[config.mk]
export PLATFORM = sky130hd
export DESIGN_NAME = fuzzy_rule_seq
export DESIGN_NICKNAME = d
export VERILOG_FILES = /design/src/rtl/fuzzy_rule_seq_pkg.sv /design/src/rtl/fuzzy_rule_mac.sv /design/src/rtl/fuzzy_rule_seq.sv
export SDC_FILE = /design/constraint.sdc
export NUM_CORES = 1
export LEC_CHECK = 0
export CORE_ASPECT_RATIO = 1.2
export CORE_MARGIN = 5
export CORE_UTILIZATION = 23
export CTS_CLUSTER_DIAMETER = 150
export DETAILED_ROUTE_END_ITERATION = 16
export SKIP_LAST_GASP = 1
export SYNTH_ARGS = -nofsm -noshare
export SYNTH_HDL_FRONTEND = slang
export SYNTH_SLANG_ARGS = --single-unit
[constraint.sdc]
create_clock -name clk -period 11 [get_ports clk]
set_input_delay 2.75 -clock clk [delete_from_list [all_inputs] [get_ports clk]]
set_output_delay 2.75 -clock clk [all_outputs]
set_load 0.03 [all_outputs]
[src/rtl/fuzzy_rule_seq_pkg.sv]
// Shared definitions for the serial fuzzy rule sequencer: widths, state
// encoding, the default 3x3 consequent table and the min operator.
package fuzzy_pkg;
    localparam int W_MU  = 16;
    localparam int W_C   = 16;
    localparam int NUM_W = W_MU + W_C + 4;
    localparam int DEN_W = W_MU + 4;

    typedef logic [3:0] rule_idx_t;

    typedef enum logic [1:0] {IDLE, RUN, DONE} state_t;

    // Rule k = 3*i + j holds C = 8192*(i+j-2); k=8 sits in the MSBs.
    localparam logic [9*W_C-1:0] CONSEQ_DEF = {
        16'h4000, 16'h2000, 16'h0000,
        16'h2000, 16'h0000, 16'hE000,
        16'h0000, 16'hE000, 16'hC000
    };

    // Fuzzy AND; on a tie either operand is equally correct.
    function automatic logic [W_MU-1:0] mu_min(input logic [W_MU-1:0] a,
                                               input logic [W_MU-1:0] b);
        return (a < b) ? a : b;
    endfunction
endpackage

[src/rtl/fuzzy_rule_mac.sv]
// One rule evaluation per cycle: w = min(a, b), num += w*C, den += w.
// clr zeroes both accumulators, en adds the current rule.
module fuzzy_rule_mac
    import fuzzy_pkg::*;
#(
    parameter int MW = W_MU,
    parameter int CW = W_C,
    parameter int NW = MW + CW + 4,
    parameter int DW = MW + 4
) (
    input  logic                 clk,
    input  logic                 rst_n,
    input  logic                 clr,
    input  logic                 en,
    input  logic [MW-1:0]        mu_a,
    input  logic [MW-1:0]        mu_b,
    input  logic signed [CW-1:0] conseq,
    output logic [MW-1:0]        w,
    output logic signed [NW-1:0] acc_num,
    output logic [DW-1:0]        acc_den
);
    logic signed [MW:0]    w_s;
    logic signed [MW+CW:0] prod;

    // Firing strength and its signed weighted consequent.
    always_comb begin
        w    = mu_min(mu_a, mu_b);
        w_s  = $signed({1'b0, w});
        prod = w_s * conseq;
    end

    // Accumulate; widths leave headroom for all nine rules at full scale.
    always_ff @(posedge clk or negedge rst_n) begin
        if (!rst_n) begin
            acc_num <= '0;
            acc_den <= '0;
        end else if (clr) begin
            acc_num <= '0;
            acc_den <= '0;
        end else if (en) begin
            acc_num <= acc_num + NW'(prod);
            acc_den <= acc_den + DW'(w);
        end
    end
endmodule

[src/rtl/fuzzy_rule_seq.sv]
// Serial 3x3 fuzzy rule evaluator: accepts six memberships, walks the nine
// rules through one min/MAC unit and presents num = sum(w*C), den = sum(w).
// Optional macro FUZZY_RULE_MASK_EN adds a per-rule enable port rule_mask.
module fuzzy_rule_seq #(
    parameter int              W_MU   = fuzzy_pkg::W_MU,
    parameter int              W_C    = fuzzy_pkg::W_C,
    parameter logic [9*W_C-1:0] CONSEQ = fuzzy_pkg::CONSEQ_DEF
) (
    input  logic                       clk,
    input  logic                       rst_n,
    input  logic                       in_valid,
    output logic                       in_ready,
    input  logic [W_MU-1:0]            muT_neg,
    input  logic [W_MU-1:0]            muT_zero,
    input  logic [W_MU-1:0]            muT_pos,
    input  logic [W_MU-1:0]            muD_neg,
    input  logic [W_MU-1:0]            muD_zero,
    input  logic [W_MU-1:0]            muD_pos,
`ifdef FUZZY_RULE_MASK_EN
    input  logic [8:0]                 rule_mask,
`endif
    output logic                       out_valid,
    input  logic                       out_ready,
    output logic signed [W_MU+W_C+3:0] num,
    output logic [W_MU+3:0]            den,
    output logic                       den_zero,
    output logic                       busy
);
    import fuzzy_pkg::*;

    localparam int NW = W_MU + W_C + 4;
    localparam int DW = W_MU + 4;

    state_t                 state;
    rule_idx_t              idx;
    logic [2:0][W_MU-1:0]   mu_t;
    logic [2:0][W_MU-1:0]   mu_d;
    logic [8:0]             mask;
    logic [1:0]             ti;
    logic [1:0]             dj;
    logic [W_MU-1:0]        op_a;
    logic [W_MU-1:0]        w;
    logic signed [W_C-1:0]  c_k;
    logic                   accept;
    logic                   any_w;

    assign in_ready = (state == IDLE);
    assign accept   = in_valid && in_ready;

`ifdef FUZZY_RULE_MASK_EN
    // Rule enables are captured together with the memberships.
    always_ff @(posedge clk or negedge rst_n) begin
        if (!rst_n)      mask <= '1;
        else if (accept) mask <= rule_mask;
    end
`else
    assign mask = '1;
`endif

    // Operand mux for rule idx; a masked rule sees a zero T membership so w=0.
    always_comb begin
        ti   = 2'(idx / 4'd3);
        dj   = 2'(idx % 4'd3);
        op_a = mask[idx] ? mu_t[ti] : '0;
        c_k  = CONSEQ[int'(idx)*W_C +: W_C];
    end

    fuzzy_rule_mac #(.MW(W_MU), .CW(W_C), .NW(NW), .DW(DW)) u_mac (
        .clk     (clk),
        .rst_n   (rst_n),
        .clr     (accept),
        .en      (state == RUN),
        .mu_a    (op_a),
        .mu_b    (mu_d[dj]),
        .conseq  (c_k),
        .w       (w),
        .acc_num (num),
        .acc_den (den)
    );

    // Control FSM: latch on accept, one rule per cycle, hold result until taken.
    always_ff @(posedge clk or negedge rst_n) begin
        if (!rst_n) begin
            state     <= IDLE;
            idx       <= '0;
            out_valid <= 1'b0;
            den_zero  <= 1'b0;
            busy      <= 1'b0;
            any_w     <= 1'b0;
            mu_t      <= '0;
            mu_d      <= '0;
        end else begin
            case (state)
                IDLE: if (accept) begin
                    mu_t     <= {muT_pos, muT_zero, muT_neg};
                    mu_d     <= {muD_pos, muD_zero, muD_neg};
                    idx      <= '0;
                    any_w    <= 1'b0;
                    den_zero <= 1'b0;
                    busy     <= 1'b1;
                    state    <= RUN;
                end
                RUN: begin
                    any_w <= any_w | (w != '0);
                    if (idx == rule_idx_t'(8)) begin
                        den_zero  <= !(any_w || (w != '0));
                        out_valid <= 1'b1;
                        state     <= DONE;
                    end else begin
                        idx <= idx + 1'b1;
                    end
                end
                DONE: if (out_ready) begin
                    out_valid <= 1'b0;
                    busy      <= 1'b0;
                    state     <= IDLE;
                end
                default: state <= IDLE;
            endcase
        end
    end
endmodule

==> reports/results.ini <==
[synthesis]
post-synth-top-count-cell = nand2_1
synth_edf_count = 0
syn_nets = 1548
syn_area_um2 = 11200
yosysUniqueCellTypes = 74
avgSynthCellArea_um2 = 8.73
ys_seq_area_share_pct = 36.2
synthArstFlopShare_pct = 100
yosysTopAreaCell = dfrtp_1
synth.top_cells.by_area = dfrtp_1 36%, ha_1 15%, nand2_1 13%
synth_ff_type = dfrtp_1
yosys_register_bits = 162
yosysWarnings = 0
synth_top_area_share_pct = 36.2
postSynthCellCount = 1282
yosys-top-cells-count = 401 x nand2_1, 162 x dfrtp_1, 135 x ha_1

[critical_path]
slowest_delay_ps = 560
crit_start = idx[3]$_DFFE_PN0P_
cp_top_family = adder cells
crit_fanout = 14
ff2ff_path_depth = 46
path_depth = 46
slowest_stage = fa_1
criticalPathCategory = reg -> reg
crit_path_end_kind = flip-flop
reg2reg_slack_ps = 570
worst-path-buf-inv = 8
cpMostUsedCell = ha_1
setup.worst_path.start_class = flip-flop
cp-endpoint = u_mac.acc_num[34]$_DFFE_PN0P_
crit_arrival_ps = 10760
required_ps = 11320
r2r_start = idx[3]$_DFFE_PN0P_
reg2reg_to = u_mac.acc_num[34]$_DFFE_PN0P_

[floorplan]
start_util_pct = 23.3
die_w_um = 211
die_area_um2 = 53200
io_pins = 160
rows = 88
core_um2 = 48100
die_h_um = 252

[worst_hold_path]
min_path_type = reg -> reg

[clock_network]
cts.hold.buffers_added = 0
clock_latency_ps = 450
root_buffer = clkbuf_16
cts_tree = done
cts_made_buffers = 17
clock_tree.buffer_depth = 2
clk_pin_slew_ps = 80
cts.sinks = 162
htreeDepth = 4

[sta]
worst_pin_slew_ps = 1060
finalWorstSetupSlack_ps = 567
clock_skew_ps = 20.3
setup_viol = 0
rsz0062_at_grt = true
timing.final.crit_period_ps = 10430
slew_headroom_pct = 29.1
max_freq_ghz = 0.0958
drv_slew = 0
tns_ps = 0
hold_viol = 0
post-route-period-util_pct = 94.8

[run]
maxCapViolCount = 0

[final_layout]
fin_nets = 1711
drive_gt1_share_pct = 6.93
final_util_pct = 29.8
syn_to_final_growth_pct = 28.0
postLayoutCellArea_um2 = 14300

[placed_design]
placed_area_um2 = 13700
io_buffers = 159
hpwl_um = 26500
place_ws_ps = -47.4
routabilityCongestion = 0.852

[drt]
num_vias = 9425
drt-initial-drc-count = 487
drt-vias-per-instance = 4.51
wl_um = 33400
antenna_left = 0
first_pass_iters = 5
drcViolationCount = 0
wire_per_inst_um = 16.0

[grt]
grt_pass1_wl_um = 53900
antenna_found_initial = 1
grt_overflow = 0
grt_max_degree = 84
grt_pass1_vias = 9836
grt_usage_pct = 12.6

[status]
status = complete, no violations

## cell families after synthesis
family | share of synthesized area, %
compound gates | 12.3
xor+xnor | 2.19
fa+ha+maj | 21.0
buf+inv | 4.01
flops | 36.2
mux | 2.91
simple gates | 21.4
## routing by layer
metal	vias up	global-route usage, %	share of wire (%)
met2	230	21.4	48
met5	-	0	0
met4	0	3.26	2.1
met1	4509	16.5	45
li1	4647	-	-
met3	39	2.54	4.8
## stage by stage
step	hold WS [ps]	instances
after floorplan	438	1282
after global placement	461	2053
after detailed placement	462	2053
after CTS	481	2085
after global routing	491	2089
final	477	2089
## worst reg2reg max path: cells and delay by family (launching register included)
kind / cells / cell delay (ps)
AO/OA/AOI/OAI: 17 / 3670
adder cells (fa/ha/maj): 11 / 3730
buffers and inverters: 8 / 800
flip-flops: 1 / 480
multiplexers: 1 / 80
AND/OR/NAND/NOR: 9 / 1560
## registers in the layout, indices dropped and copies added, names as in the netlist
register,count
any_w,1
state,2
mu_d,48
den_zero,1
out_valid,1
u_mac.acc_den,20
mu_t,48
u_mac.acc_num,36
idx,4
busy,1
## layout make-up
class                   count  area (um2)
fillers                  5030       33800
multi-input cells        1003        6750
flip-flops and latches    162        4060
repair buffers            196        1890
well taps                 630         788
clock buffers              17         425
inverters                  65         244
clock inverters            15         166
diodes                      1        2.50
## cell usage in the layout (no fill, tap or decap), drive strengths merged, types with 4 or more instances in the layout
cell type      netlist  routed
nand2b              17      17
clkdlybuf4s50        0     158
nand4                5       5
a21o                11      11
and2                20      20
buf                  7      38
clkbuf              45      17
nand3               27      27
xnor2               16      16
a21boi               6       6
ha                 135     135
inv                 64      70
maj3                 4       4
dfrtp              162     162
a21oi               59      59
o31ai               10      10
a221oi               5       5
nor2b                6       6
fa                  31      31
nand2              401     401
o21bai               5       5
o21ai               61      61
mux2                 4       4
xor2                12      12
nor4                 4       4
nor2                57      57
clkinv               1       9
a211o                4       4
or3                  7       7
o21a                 8       8
mux2i               28      28
nor3                 9       9
## worst min-delay path by stage
| stage | start | depth (start not counted) | end | slack (ps) |
|---|---|---|---|---|
| global placement | mu_t[47]$_DFFE_PN0P_ | 2 | mu_t[47]$_DFFE_PN0P_ | 460 |
| detailed placement | mu_d[29]$_DFFE_PN0P_ | 2 | mu_d[29]$_DFFE_PN0P_ | 460 |
| global route | mu_t[9]$_DFFE_PN0P_ | 2 | mu_t[9]$_DFFE_PN0P_ | 490 |
| finish | mu_t[7]$_DFFE_PN0P_ | 2 | mu_t[7]$_DFFE_PN0P_ | 480 |
| floorplan | mu_t[0]$_DFFE_PN0P_ | 2 | mu_t[0]$_DFFE_PN0P_ | 440 |
| CTS | mu_t[7]$_DFFE_PN0P_ | 2 | mu_t[7]$_DFFE_PN0P_ | 480 |
## repair_timing
action | in CTS | in global routing
pin swaps | 0 | 4
setup endpoints to repair | 3 | 7
setup buffers | 0 | 3
gates resized for setup | 1 | 14
Power is not shown: default switching activity piles up to over one toggle a cycle in this logic, so the estimate is an artifact.
